`config.mk`:
```
export PLATFORM = sky130hd
export DESIGN_NAME = cmp_eq_rr_arbiter
export DESIGN_NICKNAME = d
export VERILOG_FILES = /design/src/rtl/cmp_eq_rr_arbiter.sv
export SDC_FILE = /design/constraint.sdc
export NUM_CORES = 1
export LEC_CHECK = 0
export ABC_CLOCK_PERIOD_IN_PS = 5000
export CORE_ASPECT_RATIO = 0.8
export CORE_MARGIN = 4
export CORE_UTILIZATION = 43
export CTS_BUF_LIST = sky130_fd_sc_hd__clkbuf_16
export CTS_CLUSTER_SIZE = 8
export DETAILED_ROUTE_END_ITERATION = 10
export PLACE_DENSITY = 0.87
export SYNTH_ARGS = -nofsm -noshare
export SYNTH_HDL_FRONTEND = slang
export SYNTH_SLANG_ARGS = --single-unit
```
`constraint.sdc`:
```
create_clock -name clk -period 5 [get_ports clk]
set_clock_uncertainty 0.2 [all_clocks]
set_input_delay 0.5 -clock clk [delete_from_list [all_inputs] [get_ports clk]]
set_output_delay 0.5 -clock clk [all_outputs]
set_load 0.02 [all_outputs]
```
`src/rtl/cmp_eq_rr_arbiter.sv`:
```
// Round-robin arbiter sharing one W-bit equality comparator among N requesters; ack one cycle after grant,
// result valid one cycle after ack; result holds under res_ready=0 and no new grant is issued meanwhile.
module cmp_eq_rr_arbiter #(
  parameter int N     = 4,
  parameter int W     = 32,
  parameter int CNT_W = 16,
  localparam int IW   = $clog2(N)
) (
  input  logic             clk,
  input  logic             rst_n,
  input  logic [N-1:0]     req,
  input  logic [N*W-1:0]   a_in,
  input  logic [N*W-1:0]   b_in,
  output logic [N-1:0]     ack,
  output logic             res_valid,
  input  logic             res_ready,
  output logic             res_eq,
  output logic [IW-1:0]    res_id,
  output logic             busy,
  output logic [CNT_W-1:0] match_cnt
);

  typedef enum logic [1:0] {IDLE, CMP, HOLD} state_t;

  state_t           state_q;
  logic [W-1:0]     a_q, b_q;
  logic [IW-1:0]    id_q, ptr_q, rid_q;
  logic [N-1:0]     ack_q;
  logic             vld_q, eq_q;
  logic [CNT_W-1:0] cnt_q;

  logic             found_d;
  logic [IW-1:0]    win_d;
  logic [N-1:0]     oh_d;
  logic [W-1:0]     a_d, b_d;
  logic             grant_d;

  // Search starts one past the last winner so every waiter is reached within N grants.
  always_comb begin
    int idx;
    found_d = 1'b0;
    win_d   = '0;
    idx     = 0;
    for (int k = 1; k <= N; k++) begin
      idx = int'(ptr_q) + k;
      if (idx >= N) idx = idx - N;
      if (!found_d && req[IW'(idx)]) begin
        found_d = 1'b1;
        win_d   = IW'(idx);
      end
    end
  end

  always_comb begin
    oh_d = '0;
    a_d  = '0;
    b_d  = '0;
    for (int i = 0; i < N; i++) begin
      if (win_d == IW'(i)) begin
        oh_d[i] = 1'b1;
        a_d     = a_in[i*W +: W];
        b_d     = b_in[i*W +: W];
      end
    end
  end

  // A grant may fire from IDLE or on the very edge that retires the held result.
  assign grant_d = found_d && ((state_q == IDLE) || ((state_q == HOLD) && res_ready));

  always_ff @(posedge clk or negedge rst_n) begin
    if (!rst_n) begin
      state_q <= IDLE;
      a_q     <= '0;
      b_q     <= '0;
      id_q    <= '0;
      ptr_q   <= IW'(N-1);
      ack_q   <= '0;
      vld_q   <= 1'b0;
      eq_q    <= 1'b0;
      rid_q   <= '0;
      cnt_q   <= '0;
    end else begin
      ack_q <= '0;
      if (grant_d) begin
        a_q   <= a_d;
        b_q   <= b_d;
        id_q  <= win_d;
        ack_q <= oh_d;
        ptr_q <= win_d;
      end
      case (state_q)
        IDLE: if (grant_d) state_q <= CMP;
        CMP: begin
          eq_q    <= (a_q == b_q);
          rid_q   <= id_q;
          vld_q   <= 1'b1;
          state_q <= HOLD;
        end
        HOLD: begin
          if (res_ready) begin
            vld_q <= 1'b0;
            if (eq_q && (cnt_q != {CNT_W{1'b1}})) cnt_q <= cnt_q + CNT_W'(1);
            state_q <= grant_d ? CMP : IDLE;
          end
        end
        default: state_q <= IDLE;
      endcase
    end
  end

  assign ack       = ack_q;
  assign res_valid = vld_q;
  assign res_eq    = eq_q;
  assign res_id    = rid_q;
  assign busy      = (state_q != IDLE);
  assign match_cnt = cnt_q;

endmodule

```
==> flow_summary.toml <==
[routing]
top_layer = "met4"
drc = 0
final_antenna_net_count = 0
vias = 5911
met3WireLength_um = 1561
wl_met2_um = 10540
vias_per_cell = 5.835
firstDrtPassIters = 6
wl_um = 20580
wl_met1_um = 7962
wl_per_cell_um = 20.32
first_iter_violations = 445

[yosys]
ys_warn_count = 0
synth.distinct_cells = 48
syn-cell-area_um2 = 5474
synth_nets = 842
synthFlopType = "dfrtp_1"
seq_area_frac_synth = 0.4302
synth_top_family_by_area = "compound AO/OA/AOI/OAI gates"
syn_inst = 578
synth_enable_flop_cells = 0
synth-seq-cells = 94
synth_mux_area_frac = 0.06286
synth_xor_area_frac = 0.07520
synth-simple-area-share = 0.1559
avgSynthCellArea_um2 = 9.471
synth_compound_area_frac = 0.2254
async_flop_share = 1.000
synth_fa_ha_area_frac = 0.002286

[power_and_ir_drop]
p_per_area_nw_per_um2 = 480.4
peakVddDrop_v = 0.0002556
p_leak_nw = 3.473

[sta]
layout_setup_ws_ns = 1.766
rsz0062_at_grt = "no"
hold_violations = 24
max_freq_mhz = 309.2
slew_violations = 0
finalCritPeriodShare = 0.6469
fin_hold_ws_ns = -0.03446
finalSetupViolCount = 0
finalCriticalPeriod_ns = 3.234
slew_headroom = 0.2682
worst_slew_pin_slew_ns = 1.098
tns_ns = 0

[outcome]
status = "finished with violations"
violations = "hold timing"

[setup_path]
cp-end-kind = "flop"
cp_max_fo = 39
path_class = "input pin to flop"
r2r_cells = 5
r2r-start = "state_q[1]"
timing.rr.end = "a_q[26]"
arrival_ns = 3.21
startpoint_type = "input pin"
crit_required_ns = 4.97
r2r_slack_ns = 2.21

[clock_network]
cts-root-buf = "clkbuf_16"
clk_pin_slew_worst_paths_ns = 0.07
ctsHtreeMaxLevel = 3
cts_hold_buffers = 0
clock_latency_ns = 0.34
cts_made_buffers = 9
post_cts_buffers = 0
clock-sinks = 94
ctsResizeCount = 0
cts_tree = "built"
clk_path_buf_depth = 2

[floorplanning]
die_y_um = 108.9
initial_utilization = 0.4452
die_area_um2 = 14610
die_x_um = 134.1
io_pins = 288
core_um2 = 12300
rows = 36

[layout]
antenna_cells = 0
synthToLayoutAreaGrowth_pct = 58.88
stdcell_area_um2 = 8697
nets = 1102
drive_above_1_share = 0.04513
fillers = 898

[grt]
grt_overflow = 0
grt_max_degree = 68
track_usage = 0.2705
grt_pass1_wl_um = 30730
antenna_found_initial = 0
grt_pass1_vias = 5966

[placed_design]
dpl_cell_area_um2 = 8393
pre_cts_ws_ns = 1.398
portBuffers = 287
gp_congestion = 0.8716
hpwl_um = 15940

[flow_run]
max-cap-violations = 0

[min_path]
hp-class = "input pin to asynchronous set/reset pin"
==> layer usage <==
metal  GRT usage  vias to the layer above
li1            -                     2697
met1      0.3387                     2866
met2      0.4773                      303
met3     0.05397                       45
met4     0.08285                        0
met5           0                        -
==> cells by family (layout without fill, tap and decap cells) <==
kind of cell | after synthesis | in the layout
xor gates and xnor gates | 47 | 47
adders and majority gates | 1 | 1
and+or+nand+nor | 198 | 198
buffers and inverters | 52 | 316
muxes | 34 | 34
DFF | 94 | 94
AOI/OAI and AO/OA | 152 | 152
==> stage by stage <==
step | total power, mW | hold WS (ns) | std cells | util
finish | 4.178 | -0.03446 | 1013 | 0.7073
floorplan | 2.750 | 0.004409 | 578 | -
CTS | 4.176 | 0.001147 | 1013 | 0.7073
detailed placement | 3.463 | 0.2746 | 998 | 0.6825
global route | 4.448 | 0.02829 | 1013 | 0.7073
global placement | 3.371 | 0.2609 | 998 | 0.6825
==> layout make-up <==
cell class | instances | area, um2 | area share
Sequential cell | 94 | 2355 | 0.2708
Timing Repair Buffer | 296 | 2938 | 0.3378
Clock buffer | 9 | 225.2 | 0.02590
Multi-Input combinational cell | 432 | 2868 | 0.3297
Inverter | 5 | 18.77 | 0.002158
Tap cell | 171 | 214.0 | 0.02460
Clock inverter | 6 | 78.83 | 0.009063
==> synth_stat cells, types with 4 or more instances <==
library cell / number / area [um2]
dfrtp_1: 92 / 2302
buf_2: 19 / 95.09
clkbuf_1: 20 / 75.07
o22ai_1: 31 / 193.9
a221oi_1: 30 / 262.8
buf_4: 5 / 37.54
nor4_1: 5 / 31.28
mux2i_1: 31 / 310.3
nor2_1: 42 / 157.7
a32oi_1: 34 / 297.8
xor2_1: 24 / 210.2
inv_1: 4 / 15.01
xnor2_1: 23 / 201.4
o221ai_1: 34 / 297.8
nor3_1: 6 / 30.03
nand3_1: 10 / 50.05
nand4_1: 8 / 50.05
nand2_1: 110 / 412.9
==> worst max path at each step <==
stage / start / to / slack [ns] / cells after the start
after detailed placement: req[3] / b_q[11] / 1.40 / 6
after CTS: req[3] / b_q[11] / 1.76 / 6
after global routing: req[3] / a_q[18] / 1.48 / 6
after global placement: req[3] / a_q[2] / 1.59 / 6
final: req[3] / a_q[26] / 1.77 / 6
after floorplan: req[1] / a_q[0] / 2.92 / 8
==> sequential cells by signal (all words and copies together), names as in the netlist, 2 cells and up <==
name / count
state_q: 2
res_id: 2
b_q: 32
a_q: 32
id_q: 2
ack: 4
match_cnt: 16
ptr_q: 2
==> where the power goes <==
part	internal (mW)	switching [mW]
Clock	0.430	0.280
Combinational	0.923	1.15
Sequential	1.10	0.292
Total	2.45	1.73
==> cells in the final DEF (no fill, tap or decap), types with 2 or more instances in the layout <==
master	n
clkdlybuf4s50_1	286
nand2_1	110
dfrtp_1	92
nor2_1	42
o221ai_1	34
a32oi_1	34
mux2i_1	31
o22ai_1	31
a221oi_1	30
xor2_1	24
xnor2_1	23
nand3_1	10
buf_4	10
clkbuf_16	9
nand4_1	8
nor3_1	6
inv_1	5
nor4_1	5
nand2b_1	3
o21ai_1	3
nor2b_1	3
o21a_1	3
and4_1	3
mux2_2	3
o21ai_0	3
or2_2	2
and3_1	2
o21ba_2	2
a21oi_1	2
clkinv_1	2
bufinv_16	2
dfstp_2	2
==> worst max-delay path: stages <==
cell,delay [ns]
clkdlybuf4s50_1,0.59
nor2_1,0.34
a211o_2,0.68
inv_2,0.07
nand2_1,0.78
o22ai_1,0.23
(Power assumes the default switching activity.)
